===== config.mk =====
export PLATFORM = sky130hd
export DESIGN_NAME = permutation_ctrl
export DESIGN_NICKNAME = d
export VERILOG_FILES = /design/src/rtl/ascon_pkg.sv /design/src/rtl/permutation_ctrl.sv
export SDC_FILE = /design/constraint.sdc
export NUM_CORES = 1
export LEC_CHECK = 0
export CORE_AREA = 2 2 383 385
export CTS_CLUSTER_SIZE = 25
export DETAILED_ROUTE_END_ITERATION = 12
export DIE_AREA = 0 0 385 387
export HOLD_SLACK_MARGIN = 0.1
export SLEW_MARGIN = 20
export SYNTH_ARGS = -nofsm -noshare
export SYNTH_HDL_FRONTEND = slang
export SYNTH_SLANG_ARGS = --single-unit

===== constraint.sdc =====
create_clock -name clock -period 22.1 [get_ports clock]
set_input_delay 5.525 -clock clock [delete_from_list [all_inputs] [get_ports clock]]
set_output_delay 5.525 -clock clock [all_outputs]
set_load 0.02 [all_outputs]

===== src/rtl/ascon_pkg.sv =====
// Shared types for the ASCON permutation blocks.
// State is five 64-bit lanes, lane 0 in [0].
package ascon_pkg;
    typedef logic [4:0][63:0] t_state_array;
endpackage


===== src/rtl/permutation_ctrl.sv =====
// Round sequencer for the ASCON permutation (p12 / p8 / p6).
// Loads a state, steps rounds start..11, then holds the result.
module permutation_ctrl
    import ascon_pkg::*;
(
    input  logic         clock,
    input  logic         reset,
    input  logic         i_start,
    input  logic [3:0]   i_start_round,
    input  t_state_array i_state,
    input  logic         i_abort,
    input  t_state_array i_round_state,
    output logic [3:0]   o_round,
    output t_state_array o_state,
    output logic         o_ready,
    output logic         o_busy,
    output logic         o_valid,
    input  logic         i_ready,
    output logic         o_err
);
    typedef enum logic [1:0] {
        S_IDLE = 2'd0,
        S_RUN  = 2'd1,
        S_DONE = 2'd2
    } t_fsm;

    t_fsm         r_fsm;
    logic [3:0]   r_round;
    t_state_array r_state;
    logic         r_err;

    logic w_ready;
    logic w_start_ok;

    assign w_ready    = (r_fsm == S_IDLE) | ((r_fsm == S_DONE) & i_ready);
    assign w_start_ok = i_start & w_ready & (i_start_round <= 4'd11);

    always_ff @(posedge clock or posedge reset) begin
        if (reset) begin
            r_fsm   <= S_IDLE;
            r_round <= '0;
            r_state <= '0;
            r_err   <= 1'b0;
        end else begin
            r_err <= 1'b0;
            // Abort outranks everything, including a same-cycle start.
            if (i_abort) begin
                r_fsm   <= S_IDLE;
                r_round <= '0;
            end else begin
                case (r_fsm)
                    S_RUN: begin
                        r_state <= i_round_state;
                        if (r_round == 4'd11)
                            r_fsm <= S_DONE;
                        else
                            r_round <= r_round + 4'd1;
                    end
                    S_IDLE, S_DONE: begin
                        if (w_start_ok) begin
                            r_state <= i_state;
                            r_round <= i_start_round;
                            r_fsm   <= S_RUN;
                        end else if (w_ready) begin
                            r_fsm <= S_IDLE;
                            r_err <= i_start;
                        end
                    end
                    default: r_fsm <= S_IDLE;
                endcase
            end
        end
    end

    assign o_round = r_round;
    assign o_state = r_state;
    assign o_ready = w_ready;
    assign o_busy  = (r_fsm == S_RUN);
    assign o_valid = (r_fsm == S_DONE);
    assign o_err   = r_err;
endmodule

* Word level (Yosys, flattened, before mapping) *
Cells that the tools add are included.
Widths: inputs -> output; s select.

word-level totals
  flip-flop bits (word level) = 327
  input port bits = 649
  output and inout port bits = 328
  logic and storage cells = 45

operators by class
  add/sub/neg operators = 1
  order comparisons = 1
  equal/unequal tests = 8
  muxes and demuxes = 15
  bitwise logic cells = 5
  reduce and logical (&&, ||, !) cells = 7

operators by type and width
  cell                 number
  $pmux 320 s2         1
  $mux 320             1
  $mux 4               3
  $mux 2               4
  $pmux 4 s2           1
  $ne 3x3->1 const B   2
  $reduce_and 3->1     2
  $add 4x1->4 const B  1
  $eq 4x4->1 const B   1
  $le 4x4->1 const B   1
  $mux 1               4
  $ne 4x4->1 const B   1
  $pmux 2 s2           1
  $and 1x1->1          3
  $ne 3x2->1 const B   1
  $reduce_bool 3->1    1
  $eq 2x1->1 const B   1
  $eq 2x2->1 const B   1
  $logic_not 2->1      1
  $ne 2x2->1 const B   1
  $reduce_and 2->1     1
  $reduce_bool 2->1    1
  $reduce_or 2->1      1
  $not 1->1            1
  $or 1x1->1           1

* Longest topological paths before layout *
Gate-level depths: netlist of run 1.

  depth after elaboration = 8
  depth in mapped cells = 7
  gate-level depth less buffers = 5

* Worst setup path before layout of run 1 *
OpenSTA, ideal clock, no wires.

  kind = in2out
  start = input port i_ready
  end = output port o_ready
  data arrival time = 6.045 ns
  required time = 16.575 ns
  slack = 10.530 ns
  cell stages on the path = 2
  path buffers = 0
  cell sequence = and2b_1 nor2_1

between the ends
  longest elaborated chain between the ends = 2

RTL lines
  what                line                    RTL
  start: declaration  permutation_ctrl.sv:18  input logic i_ready,
  $and 1x1->1         permutation_ctrl.sv:35  assign w_ready = (r_fsm == S_IDLE) | ((r_fsm == S_DONE) & i_ready);
  $or 1x1->1          permutation_ctrl.sv:35
  end: declaration    permutation_ctrl.sv:15  output logic o_ready,

Every way passes these cells.

* Worst setup path in the final report of run 1 *
Ends and elaborated chain as after synthesis.

==> flow_summary.yaml, run 1 <==
clock_tree:
  htree_num_levels: 2
  cts.clk_slew.worst_paths_ps: 60
  cts_hold_buf: 0
  post_cts_buffers: 0
  cts_made_buffers: 44
  root_buffer: "clkbuf_16"
  cts_max_path_buffers: 3
  clock-sinks: 327
  clock_latency_ps: 600
  ctsResizeCount: 0
  tritoncts: "done"
worst_setup_path:
  reg2reg_slack_ps: 17590
  critical_path_buf_inv_count: 2
  crit_family: "buffers and inverters"
  cp_slowest_stage_delay_ps: 740
  rr_startpoint: "r_fsm[0]"
  path_class: "in -> out"
  cp-startpoint: "i_ready"
  worstPathMaxFanout: 5
  path_cells: "clkdlybuf4s50_1, and2b_1, nor2_1, clkdlybuf4s50_1"
  worstRegToRegCells: 8
  crit_arrival_ps: 7270
  timing.rr.end: "o_state[302]"
  worstSetupStartpointType: "input pin"
  critPathSlowestCell: "clkdlybuf4s50_1"
  crit_path_end_kind: "primary output"
  critPathRequiredTime_ps: 16580
  crit_top_cell: "clkdlybuf4s50_1"
routing:
  vias: 17150
  wl_per_cell_um: 26.4
  drcViolationCount: 0
  routed_via_density: 3.96
  drtIter0Drc: 938
  wirelength_um: 114000
  first_pass_iters: 6
  antenna_left: 0
synth:
  yosysSeqAreaShare_pct: 52.2
  netlist.area_leader.share_pct: 52.2
  synth-seq-cells: 327
  synthTopCellsByArea: "dfrtp_1, o22ai_1, a2bb2oi_1, o31ai_1, nand2b_1"
  postSynthCellCount: 1509
  synth.net_count: 2159
  yosys_warnings: 0
  syn-cell-area_mm2: 0.0157
  synth_cell_types: 38
  avgSynthCellArea_um2: 10.4
  synth_top_area_cell: "dfrtp_1"
floorplanning:
  die_h_um: 387
  start_util_pct: 10.8
  core_mm2: 0.145
  die_x_um: 385
  num_rows: 140
  dieArea_mm2: 0.149
  ioPinCount: 977
power:
  sw_frac_of_total_pct: 35.1
  p_sw_mw: 0.916
  ir_drop_mv: 0.0483
  total_power_mw: 2.61
  p_clk_share_pct: 33.2
  p_seq_share_pct: 31.1
  p_int_mw: 1.69
  comb_power_share_pct: 35.8
  power_density_mw_per_mm2: 89.7
  p_leak_nw: 10.4
grt:
  antenna_found_initial: 39
  grt_start_max_net_pins: 143
  grtUsageTotal_pct: 14.5
  grt_pass1_wl_um: 151000
  gr-total-overflow: 0
  grt_pass1_vias: 16826
sta:
  slew_headroom_pct: 27.0
  tns_ps: 0
  setup-violations-final: 0
  drv_slew: 0
  rsz0062_at_grt: "false"
  hold_viol: 0
  max_freq_ghz: 0.0782
  finalCritPeriodShare_pct: 57.9
  fin_worst_skew_ps: 27.0
  min_period_ps: 12790
  fin_hold_ws_ps: 546
  tightest_slew_ps: 1090
run_status:
  status: "finished, final reports clean"
cells_and_area:
  instances_no_fill: 4333
  fin_nets: 3027
  drive_gt1_share_pct: 4.60
  area_growth_pct: 85.4
placement:
  hpwl_um: 90700
  portBuffers: 976
  place_congestion: 0.936
  place_inst: 4248
hold_path:
  hold_path_end: "o_state[83]"
  hold_depth: 1
  min_from: "o_state[83]"
  hold_path_class: "reg -> reg"
run:
  maxCapViolations: 0
routing by layer:
metal,part of all wire [%],track usage [%],wire (um)
met3,8.3,4.48,9530
met4,1.8,2.69,2080
met2,48,24.3,54600
met5,0.25,0,283
met1,42,18.3,47900
synth_stat cells (all sizes together):
cell,instances
a211o,1
a211oi,1
a21bo,1
a21boi,2
a21oi,160
a22oi,1
a2bb2oi,163
a311oi,1
and2b,1
and3b,1
buf,77
clkbuf,101
dfrtp,327
ha,1
inv,3
mux2i,1
nand2,7
nand2b,165
nand3,2
nand4,1
nor2,5
nor2b,1
nor3,2
nor4bb,1
o211ai,1
o21a,1
o22ai,314
o31ai,163
o32a,1
o32ai,1
xnor2,1
xor2,1
metrics by stage:
step	worst slack, ps	utilization (%)	area [um2]
after global placement	9280	18.9	27300
final	9310	20.1	29100
after global routing	9260	20.1	29000
after CTS	9280	20.1	29000
after floorplan	7520	-	15700
after detailed placement	9290	18.9	27300
cell type report:
| class | count | area (um2) |
|---|---|---|
| Sequential cell | 327 | 8190 |
| Inverter | 3 | 23.8 |
| Multi-Input combinational cell | 1001 | 6730 |
| Tap cell | 1917 | 2400 |
| Timing Repair Buffer | 1000 | 9970 |
| Fill cell | 15822 | 116000 |
| Clock buffer | 55 | 1230 |
| Antenna cell | 5 | 12.5 |
| Clock inverter | 25 | 495 |
power groups by stage:
stage | clock network [mW] | logic, mW | registers, mW
global route | 0.912 | 0.979 | 0.826
floorplan | 0 | 0.237 | 0.942
detailed placement | 0 | 0.953 | 0.817
global placement | 0 | 0.954 | 0.812
CTS | 0.894 | 0.958 | 0.808
finish | 0.864 | 0.933 | 0.810
registers in the layout, summed over array words and instances, names as in the netlist:
name and flops:
o_err 1, r_fsm 2, o_round 4, o_state 320
how the worst max path moves through the flow:
stage / slack, ps / endpoint / cells after the start
2_1_floorplan: 7520 / o_err / 1
6_report: 9310 / o_ready / 4
5_1_grt: 9260 / o_ready / 4
3_3_place_gp: 9280 / o_ready / 4
3_5_place_dp: 9290 / o_ready / 4
4_1_cts: 9280 / o_ready / 4
cells by family after synthesis:
| logic type | after synthesis | share of synthesized area (%) |
|---|---|---|
| AO/OA/AOI/OAI | 811 | 35.2 |
| XOR/XNOR | 2 | 0.112 |
| adder cells (fa/ha/maj) | 1 | 0.0798 |
| buffers and inverters | 181 | 5.09 |
| flip-flops | 327 | 52.2 |
| multiplexers | 1 | 0.0639 |
| AND/OR/NAND/NOR | 186 | 7.27 |
layout by cell type (no fill, tap or decap), types with 2 or more instances in the layout:
master and n:
inv_6 3, clkbuf_1 2, diode_2 5, o22ai_1 314, clkdlybuf4s50_1 976, clkbuf_16 44, dfrtp_1 326, buf_12 2
clkbuf_8 9, nand2_1 6, clkinvlp_4 3, nor2_1 4, a21oi_1 159, o31ai_1 163, bufinv_16 13, nand2b_1 165
clkinv_2 4, a2bb2oi_1 163, nor3_1 2, buf_4 22
(Power assumes the default switching activity.)
==> run 2: changes to the inputs <==
--- a/config.mk
+++ b/config.mk
@@ -5,10 +5,10 @@
 export SDC_FILE = /design/constraint.sdc
 export NUM_CORES = 1
 export LEC_CHECK = 0
-export CORE_AREA = 2 2 383 385
+export CORE_AREA = 2 2 381 383
 export CTS_CLUSTER_SIZE = 25
 export DETAILED_ROUTE_END_ITERATION = 12
-export DIE_AREA = 0 0 385 387
+export DIE_AREA = 0 0 383 385
 export HOLD_SLACK_MARGIN = 0.1
 export SLEW_MARGIN = 20
 export SYNTH_ARGS = -nofsm -noshare
==> constraint.sdc (replaced) <==
create_clock -name clock -period 12.65 [get_ports clock]
set_input_delay 3.1625 -clock clock [delete_from_list [all_inputs] [get_ports clock]]
set_output_delay 3.1625 -clock clock [all_outputs]
set_load 0.02 [all_outputs]
==> flow_summary.yaml, run 2 (synthesis gave the netlist of run 1 again) <==
worst_setup_path:
  path_class: "in -> out"
  worstPathMaxFanout: 5
  rr_startpoint: "r_fsm[0]"
  crit_arrival_ps: 4890
  reg2reg_slack_ps: 8290
  critPathRequiredTime_ps: 9490
  worstSetupStartpointType: "input pin"
  worstRegToRegCells: 8
  timing.rr.end: "o_state[45]"
  crit_path_end_kind: "primary output"
cells_and_area:
  n_fill_cell: 15717
  drive_gt1_share_pct: 3.87
  area_growth_pct: 82.9
  instances_no_fill: 4320
  largest_reg_flops: 320
  utilization_pct: 20.0
  final_cell_mix: "clkdlybuf4s50_1, dfrtp_1, o22ai_1"
  fin_nets: 3022
  layout_commonest_cell: "clkdlybuf4s50_1"
grt:
  gr-total-overflow: 0
  met1_usage_pct: 18.1
  grt_util_met2_pct: 22.8
  antenna_found_initial: 71
  grt_busiest_layer: "met2"
  grt_start_max_net_pins: 149
  grtUsageTotal_pct: 14.9
  use_met3_pct: 6.78
  grt_pass1_vias: 16926
  grt_pass1_wl_um: 151000
sta:
  fin_worst_skew_ps: 27.1
  hold_viol: 0
  tns_ps: 0
  min_period_ps: 8060
  tightest_slew_ps: 1060
  finalCritPeriodShare_pct: 63.7
  fin_hold_ws_ps: 547
  drv_slew: 0
  max_freq_ghz: 0.124
  slew_headroom_pct: 29.1
  setup-violations-final: 0
  rsz0062_at_grt: "false"
routing:
  drtIter0Drc: 1289
  antenna_left: 0
  drcViolationCount: 0
  wl_per_cell_um: 27.1
  routed_via_density: 4.07
  wirelength_um: 117000
  vias: 17591
  first_pass_iters: 5
power:
  power_density_mw_per_mm2: 148
  sw_frac_of_total_pct: 36.6
  p_int_mw: 2.70
  comb_power_share_pct: 38.5
  p_sw_mw: 1.56
  p_seq_share_pct: 33.2
  p_leak_nw: 10.2
  p_clk_share_pct: 28.3
  ir_drop_mv: 0.0773
clock_tree:
  cts.clk_slew.worst_paths_ps: 60
  root_buffer: "clkbuf_16"
  cts_max_path_buffers: 3
  clock_latency_ps: 590
  clock-sinks: 327
  htree_num_levels: 2
  cts_hold_buf: 0
  ctsResizeCount: 0
  tritoncts: "done"
  cts_made_buffers: 41
  post_cts_buffers: 0
floorplanning:
  num_rows: 139
  dieArea_mm2: 0.147
  die_x_um: 383
  ioPinCount: 977
  die_h_um: 385
  start_util_pct: 10.9
  core_mm2: 0.143
placement:
  place_congestion: 0.906
  hpwl_um: 94700
  portBuffers: 976
  place_inst: 4232
run_status:
  status: "finished, final reports clean"
hold_path:
  hold_depth: 1
  hold_path_end: "o_state[112]"
  min_from: "o_state[112]"
  hold_path_class: "reg -> reg"
run:
  maxCapViolations: 0
==> run 2: changes by cell type in the layout (fill, tap and decap cells not counted), sizes merged <==
cell	before	now
bufinv	13	2
clkbuf	55	63
inv	6	5
buf	24	22
clkinv	6	5
clkinvlp	3	1
diode	5	15
==> run 2: worst max-delay path by stage <==
stage	start	end	slack (ps)	cells after the start
2_1_floorplan	reset	o_err	430	1
3_3_place_gp	i_ready	o_ready	4650	4
3_5_place_dp	i_ready	o_ready	4660	4
4_1_cts	i_ready	o_ready	4630	4
5_1_grt	i_ready	o_ready	4580	4
6_report	i_ready	o_ready	4590	4
==> run 2: power by group through the flow <==
stage          sequential [mW]  combinational [mW]  clock [mW]
6_report                  1.41                1.64        1.20
5_1_grt                   1.44                1.72        1.28
4_1_cts                   1.41                1.67        1.25
3_5_place_dp              1.43                1.66           0
3_3_place_gp              1.41                1.66           0
2_1_floorplan             1.65               0.414           0
==> run 2: layout make-up <==
class / count / area, um2 / share of cell area [%]
multi-input combinational: 1001 / 6730 / 23.5
sequential: 327 / 8190 / 28.6
antenna: 15 / 37.5 / 0.131
inverter: 3 / 23.8 / 0.0829
clock buffer: 63 / 1220 / 4.25
clock inverter: 10 / 110 / 0.384
timing repair buffer: 998 / 9970 / 34.8
tap: 1903 / 2380 / 8.31
==> run 2: through the flow <==
step	power [mW]	cell area [um2]	setup slack [ps]
floorplan	2.06	15700	433
global placement	3.07	27300	4650
detailed placement	3.08	27300	4660
CTS	4.32	28600	4630
global route	4.43	28600	4580
finish	4.26	28700	4590
==> run 2: layer usage <==
metal	routed length (um)	vias to the layer above
met5	485	-
met4	5510	78
met3	12500	232
met2	51600	871
met1	46800	8717
li1	-	7693
==> run 2: critical path, stage by stage <==
cell             delay [ps]
clkdlybuf4s50_1         610
and2b_1                 290
nor2_1                  170
clkdlybuf4s50_1         660
